### src/rtl/alu_seq_pkg.sv
// Shared definitions for alu_op_sequencer: op and state encodings, the response bundle
// and the BCD correction constants used when ALU_DECIMAL_EN is defined.
package alu_seq_pkg;

  typedef enum logic [2:0] {
    OP_ADC = 3'd0,
    OP_SBC = 3'd1,
    OP_AND = 3'd2,
    OP_ORA = 3'd3,
    OP_EOR = 3'd4,
    OP_ASL = 3'd5,
    OP_LSR = 3'd6,
    OP_ROR = 3'd7
  } alu_op_e;

  typedef enum logic [2:0] {
    ST_IDLE   = 3'd0,
    ST_LOAD   = 3'd1,
    ST_EXEC   = 3'd2,
    ST_ADJUST = 3'd3,
    ST_RESP   = 3'd4
  } seq_state_e;

  typedef struct packed {
    logic [7:0] result;
    logic       c;
    logic       z;
    logic       v;
    logic       n;
  } alu_rsp_t;

  localparam logic [7:0] BCD_LO_ADJ    = 8'h06;
  localparam logic [7:0] BCD_HI_ADJ    = 8'h60;
  localparam logic [7:0] BCD_MAX       = 8'h99;
  localparam logic [3:0] BCD_DIGIT_MAX = 4'h9;

  function automatic logic is_arith(alu_op_e op);
    return (op == OP_ADC) || (op == OP_SBC);
  endfunction

endpackage

### src/rtl/alu_op_sequencer_bcd_adjust.sv
// bcd_adjust: combinational NMOS-style decimal correction of a binary ADC/SBC result.
// Instantiated by alu_op_sequencer only when ALU_DECIMAL_EN is defined.
module bcd_adjust
  import alu_seq_pkg::*;
(
  input  alu_op_e    op,
  input  logic [7:0] bin_result,
  input  logic       bin_c,
  input  logic       half_c,
  output logic [7:0] adj_result,
  output logic       adj_c
);

  logic [7:0] lo_fixed;

  always_comb begin
    lo_fixed   = bin_result;
    adj_result = bin_result;
    adj_c      = bin_c;
    if (op == OP_SBC) begin
      // A missing half-carry or carry is a borrow out of that digit.
      if (!half_c) lo_fixed = bin_result - BCD_LO_ADJ;
      adj_result = bin_c ? lo_fixed : (lo_fixed - BCD_HI_ADJ);
      adj_c      = bin_c;
    end else begin
      if ((bin_result[3:0] > BCD_DIGIT_MAX) || half_c) lo_fixed = bin_result + BCD_LO_ADJ;
      if (bin_c || (bin_result > BCD_MAX)) begin
        adj_result = lo_fixed + BCD_HI_ADJ;
        adj_c      = 1'b1;
      end else begin
        adj_result = lo_fixed;
      end
    end
  end

endmodule

### src/rtl/alu_op_sequencer.sv
// Sequences one ALU request: load A/B registers, pulse the ALU function, hold the response.
// Define ALU_DECIMAL_EN to add the ADJUST state and BCD correction of ADC/SBC.
module alu_op_sequencer
  import alu_seq_pkg::*;
(
  input  logic       phi2,
  input  logic       reset,
  input  logic       req_valid,
  output logic       req_ready,
  input  logic [2:0] req_op,
  input  logic [7:0] req_a,
  input  logic [7:0] req_b,
  input  logic       req_carry,
  input  logic       req_decimal,
  output logic [7:0] sb_drive,
  output logic [7:0] db_drive,
  output logic       a_systemBus_EN,
  output logic       b_dataBus_EN,
  output logic       b_dataBusInvert_EN,
  output logic       alu_sum_EN,
  output logic       alu_and_EN,
  output logic       alu_or_EN,
  output logic       alu_eor_EN,
  output logic       alu_shiftRight_EN,
  output logic       carry_FLAG_IN,
  input  logic [7:0] alu_result,
  input  logic       alu_c,
  input  logic       alu_z,
  input  logic       alu_v,
  input  logic       alu_n,
  output logic       rsp_valid,
  input  logic       rsp_ready,
  output logic [7:0] rsp_result,
  output logic       rsp_c,
  output logic       rsp_z,
  output logic       rsp_v,
  output logic       rsp_n
);

  seq_state_e state_q, state_d;
  alu_op_e    op_q, op_d;
  logic [7:0] a_q, a_d;
  logic [7:0] b_q, b_d;
  logic       carry_q, carry_d;
  alu_rsp_t   rsp_q, rsp_d;
  logic       decimal_active;

`ifdef ALU_DECIMAL_EN
  logic       dec_q, dec_d;
  logic [3:0] b_lo;
  logic [4:0] lo_sum;
  logic [7:0] adj_result;
  logic       adj_c;

  assign decimal_active = dec_q;
  // Half-carry is rebuilt from the latched operands because the ALU does not export it.
  assign b_lo   = (op_q == OP_SBC) ? ~b_q[3:0] : b_q[3:0];
  assign lo_sum = {1'b0, a_q[3:0]} + {1'b0, b_lo} + {4'b0, carry_q};

  bcd_adjust u_bcd_adjust (
    .op         (op_q),
    .bin_result (rsp_q.result),
    .bin_c      (rsp_q.c),
    .half_c     (lo_sum[4]),
    .adj_result (adj_result),
    .adj_c      (adj_c)
  );
`else
  logic unused_decimal;
  assign decimal_active = 1'b0;
  assign unused_decimal = req_decimal;
`endif

  // NOTE: every combinational output gets a default before the case so no path infers a latch.
  always_comb begin
    state_d            = state_q;
    op_d               = op_q;
    a_d                = a_q;
    b_d                = b_q;
    carry_d            = carry_q;
    rsp_d              = rsp_q;
`ifdef ALU_DECIMAL_EN
    dec_d              = dec_q;
`endif
    req_ready          = 1'b0;
    rsp_valid          = 1'b0;
    sb_drive           = '0;
    db_drive           = '0;
    a_systemBus_EN     = 1'b0;
    b_dataBus_EN       = 1'b0;
    b_dataBusInvert_EN = 1'b0;
    alu_sum_EN         = 1'b0;
    alu_and_EN         = 1'b0;
    alu_or_EN          = 1'b0;
    alu_eor_EN         = 1'b0;
    alu_shiftRight_EN  = 1'b0;
    carry_FLAG_IN      = 1'b0;

    case (state_q)
      ST_IDLE: begin
        req_ready = 1'b1;
        if (req_valid) begin
          op_d    = alu_op_e'(req_op);
          a_d     = req_a;
          b_d     = req_b;
          carry_d = req_carry;
`ifdef ALU_DECIMAL_EN
          dec_d   = req_decimal;
`endif
          state_d = ST_LOAD;
        end
      end

      ST_LOAD, ST_EXEC: begin
        // Load strobes stay up through EXEC so the A/B registers keep their contents.
        sb_drive           = a_q;
        db_drive           = (op_q == OP_ASL) ? a_q : b_q;
        a_systemBus_EN     = 1'b1;
        b_dataBusInvert_EN = (op_q == OP_SBC);
        b_dataBus_EN       = (op_q != OP_SBC);
        if (state_q == ST_LOAD) begin
          state_d = ST_EXEC;
        end else begin
          case (op_q)
            OP_ADC, OP_SBC, OP_ASL: alu_sum_EN        = 1'b1;
            OP_AND:                 alu_and_EN        = 1'b1;
            OP_ORA:                 alu_or_EN         = 1'b1;
            OP_EOR:                 alu_eor_EN        = 1'b1;
            OP_LSR, OP_ROR:         alu_shiftRight_EN = 1'b1;
            default:                alu_sum_EN        = 1'b0;
          endcase
          carry_FLAG_IN = (is_arith(op_q) || (op_q == OP_ROR)) ? carry_q : 1'b0;
          rsp_d         = {alu_result, alu_c, alu_z, alu_v, alu_n};
          state_d       = (decimal_active && is_arith(op_q)) ? ST_ADJUST : ST_RESP;
        end
      end

`ifdef ALU_DECIMAL_EN
      ST_ADJUST: begin
        rsp_d.result = adj_result;
        rsp_d.c      = adj_c;
        state_d      = ST_RESP;
      end
`endif

      ST_RESP: begin
        rsp_valid = 1'b1;
        if (rsp_ready) state_d = ST_IDLE;
      end

      default: state_d = ST_IDLE;
    endcase
  end

  // NOTE: state registers use non-blocking assignments so every flop samples pre-edge values.
  always_ff @(posedge phi2) begin
    if (reset) begin
      state_q <= ST_IDLE;
      op_q    <= OP_ADC;
      a_q     <= '0;
      b_q     <= '0;
      carry_q <= 1'b0;
      rsp_q   <= '0;
`ifdef ALU_DECIMAL_EN
      dec_q   <= 1'b0;
`endif
    end else begin
      state_q <= state_d;
      op_q    <= op_d;
      a_q     <= a_d;
      b_q     <= b_d;
      carry_q <= carry_d;
      rsp_q   <= rsp_d;
`ifdef ALU_DECIMAL_EN
      dec_q   <= dec_d;
`endif
    end
  end

  assign rsp_result = rsp_q.result;
  assign rsp_c      = rsp_q.c;
  assign rsp_z      = rsp_q.z;
  assign rsp_v      = rsp_q.v;
  assign rsp_n      = rsp_q.n;

endmodule

### config.mk
export PLATFORM = sky130hd
export DESIGN_NAME = alu_op_sequencer
export DESIGN_NICKNAME = d
export VERILOG_FILES = /design/src/rtl/alu_seq_pkg.sv /design/src/rtl/alu_op_sequencer_bcd_adjust.sv /design/src/rtl/alu_op_sequencer.sv
export SDC_FILE = /design/constraint.sdc
export NUM_CORES = 1
export LEC_CHECK = 0
export CAP_MARGIN = 20
export CORE_MARGIN = 2
export CORE_UTILIZATION = 36
export CTS_CLUSTER_DIAMETER = 120
export CTS_CLUSTER_SIZE = 24
export DETAILED_ROUTE_END_ITERATION = 8
export MAX_ROUTING_LAYER = met4
export PLACE_DENSITY = 0.74
export SYNTH_ARGS = -nofsm -noshare
export SYNTH_HDL_FRONTEND = slang
export SYNTH_HIERARCHICAL = 1
export SYNTH_SLANG_ARGS = --single-unit
### constraint.sdc
create_clock -name phi2 -period 1.8 [get_ports phi2]
set_input_delay 0.54 -clock phi2 [delete_from_list [all_inputs] [get_ports phi2]]
set_output_delay 0.54 -clock phi2 [all_outputs]
set_load 0.01 [all_outputs]
* Word level (Yosys, flattened, before mapping)
Cells that the tools add are included.
** Cells by class
- Equal/unequal tests :: 13
- Muxes and demuxes :: 30
- Bitwise logic cells :: 1
- Reductions and logical operators :: 10
** Operator list (number)
- two-way mux 8 bit :: 3
- two-way mux 1 bit :: 23
- equality test 3 bit (second input constant) :: 5
- equality test 3 x 2 -> 1 bit (second input constant) :: 3
- two-way mux 3 bit :: 3
- case mux 3 bit (3 select lines) :: 1
- equality test 3 x 1 -> 1 bit (second input constant) :: 2
- zero test 3 bit :: 2
- AND reduction 2 bit :: 3
- inequality test 2 bit (second input constant) :: 2
- OR reduction 2 bit :: 2
- inequality test 3 x 1 -> 1 bit (second input constant) :: 1
- OR reduction 3 bit :: 1
- logical OR 1 bit :: 2
- NOT 1 bit :: 1
** Storage, ports and cells
- Bits in registers :: 35
- Input bits :: 37

* Depth between registers and ports, before layout
Gate-level depths: netlist of the first run.
- Word-level depth :: 6
- Mapped depth :: 5

* Worst setup path before layout of the first run
Ideal clock, no wire load.
- Path kind :: register to output
- Start :: register state_q[1]
- End :: output alu_eor_EN
- Arrival :: 1.275 ns
- Path slack :: -0.015 ns
- Stages on the path, launching flop included :: 5
- Path buffers :: 2
- Cell sequence :: dfxtp_1 > or3b_1 > clkbuf_1 > buf_2 > nor3b_2
** Between the ends
- Longest elaborated chain between the ends :: 3
** Ends and longest elaborated chain
- start: declaration :: RTL line alu_op_sequencer.sv:40 : seq_state_e state_q, state_d;
- start signal: assignment :: RTL line alu_op_sequencer.sv:168 : state_q <= state_d;
- equality test 3 x 1 -> 1 bit or equality test 3 x 2 -> 1 bit (tied branches) :: RTL line alu_op_sequencer.sv:99, alu_op_sequencer.sv:121
- two-way mux 1 bit or OR reduction 2 bit (tied branches) :: RTL line alu_op_sequencer.sv:121, alu_op_sequencer.sv:99
- two-way mux 1 bit * :: RTL line alu_op_sequencer.sv:99 : case (state_q)
- end: declaration :: RTL line alu_op_sequencer.sv:23 : output logic alu_eor_EN,
Every way passes the cells marked *; elsewhere a longest branch is shown, timed or not.

* Final worst setup path of the first run
- Start :: register state_q[0]
- End :: output sb_drive[5]
** Between the ends
- Longest elaborated chain between the ends :: 3
** Ends and longest elaborated chain
- equality test 3 x 1 -> 1 bit or equality test 3 x 2 -> 1 bit (tied branches) :: RTL line alu_op_sequencer.sv:99
- OR reduction 2 bit * :: RTL line alu_op_sequencer.sv:99
- two-way mux 8 bit * :: RTL line alu_op_sequencer.sv:99
- end: declaration :: RTL line alu_op_sequencer.sv:15 : output logic [7:0] sb_drive,
Marks and branches as above.

==> run metrics, run 1 <==
Hold Crit Start=rsp_result[6]; Net count, final=335; failing checks=setup timing; required time worst endpoint=1260 ps; RSZ-0062 raised after global routing=true; dominant synthesized flop cell=dfxtp_1; Starting Density=0.3767; register area share after synthesis=0.4617; Post-DP HPWL=2971 um; cts hold-fix bufs=0; Leakage=1.139 nW; Yosys Warn Count=6; vias in the first global route=1442; crit start category=flip-flop; Port Buf Inserts=74; Max-slew headroom=0.7768; vias per cell=4.698; first-pass GRT wire length=6803 um; kind of critical path=flip-flop to output port; CP Cell Sequence=nand2b_1 > a21o_4 > clkinvlp_4 > buf_4 > and2_1 > clkbuf_2; worst hold stages=2; Clock Tree Buf Depth=2; WHS=452.2 ps; #FFs+latches synth=35; Max Cap Violations=0; Mapped Avg Cell Area=7.665 um^2; Die W=68.93 um; drt drc=0; aggregate global-route resource usage=0.1978; P&R area growth vs syn=73.70%; Core ar.=0.004029 mm^2; Worst path slowest cell=dfxtp_4; Endpoint, Worst Hold=rsp_result[6]; Site Rows=23; Routed WL per cell=12.95 um; Max Freq=0.4928 GHz; drt pass-1 iters=4; Cell Area, Synth=0.001518 mm^2; die span in y=68.93 um; Synth Instances=198; global route overflow=0; R2R Path End=op_q[2]; CTS root buffer=clkbuf_8; number of flops mapped to enable cells by yosys=0; Synth Net Count=235; routability congestion estimate=0.7488; min cycle time layout=2029 ps; Finished Core Util=0.6543; initial antenna violation count=0; die area=0.004751 mm^2; Pwr Density=675.9 mW/mm^2; final setup TNS=-4046 ps; crit share post-route=1.127; total number of vias=1635; status=finished, violations left; worst-case clock skew=1.978 ps; Cell variety after synth=24; final non-filler cell total=348; Setup WS post-layout=-229.3 ps; worst-path fanout max=5; Worst Reg-to-Reg Cells=7; Ports=76; Worst Path Arrival=1490 ps; Final Max Slew Viols=0; Largest stage delay, worst path=380 ps; Final ANT Viol Nets=0; Async SR Flop Fraction=0; share of cells above drive strength 1=0.2886; largest net degree at the start of global routing=36; CTS buffer count=5; Worst IR Drop VDD=0.4446 mV; DRT iter0 DRCs=87; clk slew on worst S/H paths=70 ps; r2r startpoint=state_q[0]; Ant. Diodes=0; CTS tree=done; final hold vios=0; clk_lat worst skew=280 ps; worst hold path type=flip-flop to flip-flop; number of clock sinks=35; # H-tree levels=2; final setup fails=25; worst-margin pin slew=334.0 ps; placed insts=331; crit end category=output port; flop2flop setup slack=40 ps; final WL=4507 um
## timing repair
| item | in CTS | in global routing |
|---|---|---|
| setup endpoints to repair | 27 | 26 |
| pin swaps | 4 | 1 |
| resized for setup | 109 | 19 |
| cloned | 1 | 0 |
| setup buffers | 6 | 3 |
## flip-flops by register name, indices dropped and copies added, names as in the netlist
signal / cells
b_q: 8
rsp_result: 8
a_q: 8
state_q: 3
op_q: 3
rsp_z: 1
rsp_n: 1
rsp_c: 1
rsp_v: 1
carry_q: 1
## cell usage in the layout, fill, tap and decap left out, drive strengths merged, types with 4 or more instances in the layout
cell type	Yosys	final
nand2	65	65
buf	10	52
clkdlybuf4s50	0	47
dfxtp	35	35
a21oi	33	33
nor2	10	10
and2	9	9
mux2i	8	8
clkbuf	5	8
clkdlybuf4s15	0	6
nor3b	5	5
nor3	4	4
## where the power goes
part | internal [mW] | switching (mW)
combinational | 0.213 | 0.167
clock | 0.300 | 0.261
sequential | 0.815 | 0.0258
## synth_stat cells (2+ instances only)
master    instances  area [um^2]
nand2_1          65        244.0
buf_2             9        45.04
nor3b_1           3        22.52
nand2b_1          3        18.77
clkbuf_1          5        18.77
nor3_1            3        15.01
a21oi_1          33        165.2
and2_1            9        56.30
and3_1            2        12.51
dfxtp_1          35        700.7
nor3b_2           2        25.02
nor2_1           10        37.54
mux2i_1           8        80.08
## critical path, delay by kind of cell, from the launching register on
| kind | cells | cell delay [ps] |
|---|---|---|
| buf+inv | 3 | 400 |
| compound gates | 1 | 160 |
| flops | 1 | 380 |
| simple gates | 2 | 260 |
## layer usage
| layer | global-route usage | share of wire |
|---|---|---|
| met1 | 0.2465 | 0.42 |
| met2 | 0.3245 | 0.53 |
| met3 | 0.03896 | 0.041 |
| met4 | 0.05882 | 0.0093 |
| met5 | - | 0 |
## stage by stage
stage / worst slack [ps] / area (um^2) / power [mW]
after CTS: -270.1 / 2596 / 1.778
final: -229.3 / 2636 / 1.782
after detailed placement: -353.9 / 2465 / 1.208
after global placement: -327.6 / 2465 / 1.203
after floorplan: 3.859 / 1533 / 1.004
after global routing: -293.7 / 2636 / 1.865
## worst max path at each step
stage	start	end	slack [ps]	cells after the start
after floorplan	state_q[1]	alu_eor_EN	4	4
after global placement	state_q[1]	alu_eor_EN	-330	3
after detailed placement	state_q[1]	alu_eor_EN	-350	3
after CTS	state_q[1]	sb_drive[2]	-270	5
after global routing	state_q[0]	alu_or_EN	-290	6
final	state_q[0]	sb_drive[5]	-230	6
## cells by family after synthesis
kind of cell	Yosys count	synth area share
DFF	35	0.4617
muxes	8	0.05276
and+or+nand+nor	104	0.3215
buffers and inverters	16	0.04699
AOI/OAI and AO/OA	35	0.1171
## cell type report
type | count | area (um^2)
Clock buffer | 6 | 82.58
Clock inverter | 1 | 5.005
Fill cell | 344 | 1393
Inverter | 1 | 3.754
Multi-Input combinational cell | 147 | 823.3
Sequential cell | 35 | 709.4
Tap cell | 50 | 62.56
Timing Repair Buffer | 107 | 942.2
Timing Repair inverter | 1 | 7.507
(Power assumes the default switching activity.)
==> run 2: changes to the inputs <==
--- a/config.mk
+++ b/config.mk
@@ -11,6 +11,7 @@
 export CTS_CLUSTER_DIAMETER = 120
 export CTS_CLUSTER_SIZE = 24
 export DETAILED_ROUTE_END_ITERATION = 8
+export GPL_TIMING_DRIVEN = 0
 export MAX_ROUTING_LAYER = met4
 export PLACE_DENSITY = 0.74
 export SYNTH_ARGS = -nofsm -noshare
==> run 2 against run 1 <==
  * The flow still finishes with violations (setup timing)
  * Via count is 0.80% lower
  * Hold slack improved by 1.8 ps
  * Non-clock buffer count fell by 8
  * Power shrank 0.73%
  * Fmax increased by 1.6%
  * Sequential share of layout area increased by 0.37 points
  * Cell area shrank 0.14%
  * Sequential power is 1% higher
  * Final cell count fell by 2.0%
  * Highest routed layer unchanged
==> run metrics, run 2 (same netlist as run 1, synthesis figures left out) <==
Port Buf Inserts=73; vias per cell=4.757; status=finished, violations left; failing checks=setup timing; flop2flop setup slack=240 ps; worst hold path type=flip-flop to flip-flop; Net count, final=327; CTS buffer count=5; RSZ-0062 raised after global routing=true; final setup fails=25; kind of critical path=flip-flop to output port; die span in y=68.93 um; WHS=454.0 ps; Worst setup startpoint=op_q[2]; Worst path slowest cell=dfxtp_4; Largest stage delay, worst path=370 ps; die area=0.004751 mm^2; initial antenna violation count=0; Worst Path Arrival=1460 ps; Worst IR Drop VDD=0.5980 mV; clk slew on worst S/H paths=70 ps; worst-path fanout max=9; WP buf/inv=3; Site Rows=23; Crit path depth=6; Final Max Slew Viols=0; R2R Path End=a_q[6]; Clock Tree Buf Depth=2; final WL=4556 um; share of cells above drive strength 1=0.3093; worst-margin pin slew=534.5 ps; routability congestion estimate=0.7865; drt drc=0; Crit path max-delay family=buffers and inverters; crit path capture=db_drive[4]; crit share post-route=1.110; aggregate global-route resource usage=0.1990; largest net degree at the start of global routing=14; clk_lat worst skew=280 ps; total number of vias=1622; drt pass-1 iters=4; Ports=76; vias in the first global route=1375; Core ar.=0.004029 mm^2; Max-slew headroom=0.6437; # H-tree levels=2; required time worst endpoint=1260 ps; Post-DP HPWL=2991 um; final hold vios=0; Pwr Density=671.9 mW/mm^2; Starting Density=0.3767; cts hold-fix bufs=0; Die W=68.93 um; number of clock sinks=35; crit end category=output port; min cycle time layout=1998 ps; final instance area=0.002633 mm^2; worst-case clock skew=8.301 ps; CTS tree=done; fill count=355; Leakage=1.086 nW; Max Cap Violations=0; Final ANT Viol Nets=0; CTS root buffer=clkbuf_8; Routed WL per cell=13.36 um; commonest non-fill, non-tap cell in the layout=nand2_1; CP Cell Sequence=nand3b_1 > buf_6 > buf_4 > mux2i_1 > nor2_2 > buf_2; Max Freq=0.5004 GHz; Placement Cell Area=0.002326 mm^2; r2r startpoint=state_q[1]; global route overflow=0; crit start category=flip-flop; Worst Reg-to-Reg Cells=5; first-pass GRT wire length=6658 um; DRT iter0 DRCs=81; P&R area growth vs syn=73.45%; Setup WS post-layout=-198.2 ps; most frequent cells in the layout=nand2_1, clkdlybuf4s50_1, a21oi_1, dfxtp_1, buf_2; Ant. Diodes=0
==> run 2: changes by cell type in the layout (fill, tap and decap cells not counted), sizes merged <==
cell / previous run / this run
clkdlybuf4s15: 6 / 0
buf: 52 / 48
clkbuf: 8 / 10
clkdlybuf4s50: 47 / 46
dlygate4sd2: 0 / 1
inv: 1 / 2
==> run 2: final cells by class <==
class | instances | area (um^2) | area share
clock buffer | 6 | 72.57 | 0.02757
timing repair inverter | 1 | 6.256 | 0.002376
tap | 50 | 62.56 | 0.02376
multi-input combinational | 147 | 878.3 | 0.3337
inverter | 1 | 8.758 | 0.003327
sequential | 35 | 718.2 | 0.2728
buffer | 10 | 51.30 | 0.01949
timing repair buffer | 89 | 822.0 | 0.3123
clock inverter | 2 | 12.51 | 0.004753
==> run 2: power breakdown <==
part           internal [mW]  leakage (nW)  total (mW)  switching (mW)
sequential             0.814         0.290       0.849          0.0356
combinational          0.200         0.755       0.369           0.169
clock                  0.270        0.0412       0.551           0.280
total                   1.28          1.09        1.77           0.485
==> run 2: per-layer routing <==
metal | vias up | track usage | wire length [um] | part of all wire
met5 | - | - | 0 | 0
met4 | 0 | 0.05882 | 44 | 0.0097
met3 | 4 | 0.05032 | 160 | 0.035
met2 | 38 | 0.3029 | 2244 | 0.49
met1 | 748 | 0.2609 | 2107 | 0.46
li1 | 832 | - | - | -
==> run 2: repair_timing <==
item                                   in CTS  in global routing
setup endpoints to repair                  27                 26
pin swaps                                  13                 10
endpoints found under the hold margin       0                  0
setup buffers                              11                  5
resized for setup                         136                 37
gates cloned                                1                  0
==> run 2: worst min path at each step <==
stage | from | end | slack, ps | cells past startpoint
floorplan | carry_q | carry_q | 430 | 2
global placement | rsp_z | rsp_z | 440 | 2
detailed placement | rsp_c | rsp_c | 450 | 2
CTS | rsp_result[7] | rsp_result[7] | 460 | 2
global route | rsp_result[6] | rsp_result[6] | 480 | 2
finish | rsp_result[7] | rsp_result[7] | 450 | 2
==> run 2: stage by stage <==
step	total power, mW	worst slack, ps	TNS, ps	util	cells
6_report	1.769	-198.2	-3314	0.6534	341
5_1_grt	1.863	-255.1	-4999	0.6534	341
4_1_cts	1.750	-256.8	-3624	0.6137	337
3_5_place_dp	1.174	-628.2	-14570	0.5773	321
3_3_place_gp	1.168	-620.3	-14410	0.5773	321
2_1_floorplan	1.004	3.859	0	-	198
==> run 2: tightest hold or removal path: stages (launching register included) <==
cell     delay, ps
dfxtp_1        310
nand2_1         50
a21oi_1         50
==> run 3: changes to the inputs <==
--- a/config.mk
+++ b/config.mk
@@ -5,15 +5,16 @@
 export SDC_FILE = /design/constraint.sdc
 export NUM_CORES = 1
 export LEC_CHECK = 0
-export CAP_MARGIN = 20
 export CORE_MARGIN = 2
-export CORE_UTILIZATION = 36
+export CORE_UTILIZATION = 45
 export CTS_CLUSTER_DIAMETER = 120
 export CTS_CLUSTER_SIZE = 24
 export DETAILED_ROUTE_END_ITERATION = 8
+export DONT_BUFFER_PORTS = 1
 export GPL_TIMING_DRIVEN = 0
+export HOLD_SLACK_MARGIN = 0.15
 export MAX_ROUTING_LAYER = met4
-export PLACE_DENSITY = 0.74
+export PLACE_DENSITY = 0.6
 export SYNTH_ARGS = -nofsm -noshare
 export SYNTH_HDL_FRONTEND = slang
 export SYNTH_HIERARCHICAL = 1
==> run 3 against run 2 <==
  * The run still ends with setup timing left
  * Sequential power up 0.9%
  * Critical path type unchanged
  * Hold slack worse by 130 ps
  * Final cell count down 22%
  * Sequential share of layout area up 8.7 points
  * Via count down 14%
  * Largest power group unchanged
  * Largest cell class unchanged
==> run metrics, run 3 (same netlist as run 1, synthesis figures left out) <==
status=finished, violations left; failing checks=setup timing; Post-DP HPWL=2686 um; number of clock sinks=35; area of the multi-input gates=927.1 um^2; final hold vios=0; routability congestion estimate=0.8019; P&R area growth vs syn=31.82%; drt pass-1 iters=4; vias per cell=5.232; Worst Reg-to-Reg Cells=6; worst hold stages=2; Worst Path Arrival=1470 ps; die span in y=62.08 um; Reg area=720.7 um^2; # H-tree levels=2; RSZ-0062 raised after global routing=true; Die W=62.08 um; Crit path max-delay family=flip-flops; clk slew on worst S/H paths=100 ps; aggregate global-route resource usage=0.2178; crit start category=flip-flop; final setup fails=25; Ports=76; Final Max Slew Viols=0; clk_lat worst skew=340 ps; share of cells above drive strength 1=0.3394; CTS buffer count=5; worst-margin pin slew=526.2 ps; Leakage=0.7400 nW; crit end category=output port; fill count=295; global route overflow=0; drt drc=0; Crit path depth=5; WHS=323.0 ps; Worst IR Drop VDD=0.5151 mV; Max Freq=0.4965 GHz; Final ANT Viol Nets=0; WP buf/inv=2; commonest non-fill, non-tap cell in the layout=nand2_1; most frequent cells in the layout=nand2_1, a21oi_1, dfxtp_1, buf_4, and2_4; Ant. Diodes=0; kind of critical path=flip-flop to output port; largest net degree at the start of global routing=11; worst hold path type=primary input to flip-flop; cts hold-fix bufs=0; worst-case clock skew=8.906 ps; worst-path fanout max=6; Max-slew headroom=0.6485; min cycle time layout=2014 ps; total number of vias=1397; Place WS=-138.9 ps; Core ar.=0.003284 mm^2; vias in the first global route=1216; Largest stage delay, worst path=420 ps; final setup TNS=-4099 ps; CP Cell Sequence=nand2b_1 > a21o_1 > buf_6 > clkinvlp_4 > and2_4; initial antenna violation count=0; first-pass GRT wire length=5595 um; CTS root buffer=clkbuf_4; Max Cap Violations=0; die area=0.003853 mm^2; final WL=4067 um; crit share post-route=1.119; DRT iter0 DRCs=76; Site Rows=21; Pwr Density=803.0 mW/mm^2; Clock Tree Buf Depth=2; Routed WL per cell=15.23 um; required time worst endpoint=1260 ps; Net count, final=257; CTS tree=done; Starting Density=0.4621; Setup WS post-layout=-214.2 ps; Port Buf Inserts=0; Worst path slowest cell=dfxtp_4; PnR Total Power=1.607 mW
[run 3: changes by cell type in the layout (fill, tap and decap cells not counted), moves of 4 or more]
cell / before / now
buf_2: 18 / 5
buf_4: 11 / 17
buf_6: 17 / 2
clkbuf_4: 0 / 5
clkdlybuf4s50_1: 46 / 0
nor2_4: 3 / 7
[run 3: per-layer routing]
layer,GRT usage,wire [um],share of wire
met5,-,0,0
met4,0.05471,38,0.0093
met3,0.09524,358,0.088
met2,0.3467,1965,0.48
met1,0.2513,1705,0.42
[run 3: stage by stage]
stage / instance area [um^2] / instances / util
floorplan: 1533 / 198 / -
global route: 2001 / 267 / 0.6091
CTS: 1884 / 263 / 0.5737
finish: 2001 / 267 / 0.6091
detailed placement: 1590 / 244 / 0.4842
global placement: 1590 / 244 / 0.4842
[run 3: timing repair]
item / CTS / global route
cloned: 2 / 0
gates resized for setup: 45 / 22
setup endpoints to repair: 26 / 27
setup buffers: 12 / 5
pin swaps: 17 / 6
[run 3: power by group]
group | internal (mW) | switching, mW
registers | 0.813 | 0.0441
logic | 0.117 | 0.154
clock network | 0.230 | 0.248
total | 1.16 | 0.447
[run 3: layout make-up]
cell class                      count  area share
Buffer                             11     0.03127
Clock buffer                        8     0.03440
Inverter                            1    0.004378
Multi-Input combinational cell    147      0.4634
Sequential cell                    35      0.3602
Tap cell                           46     0.02877
Timing Repair Buffer               18     0.07380
Timing Repair inverter              1    0.003752
[run 3: worst paths after layout]
kind / start / slack (ps) / to
setup / recovery: state_q[0] / -210 / b_dataBusInvert_EN
hold / removal: req_a[7] / 320 / a_q[7]
hold reg to reg: b_q[0] / 470 / b_q[0]
setup reg to reg: state_q[1] / 110 / b_q[2]
[run 3: worst reg2reg max path, cell delays in order (launching register included)]
cell and delay (ps):
dfxtp_4 380, buf_4 140, buf_4 130, or4b_1 550, buf_2 210, nand2_1 100
a21oi_1 70
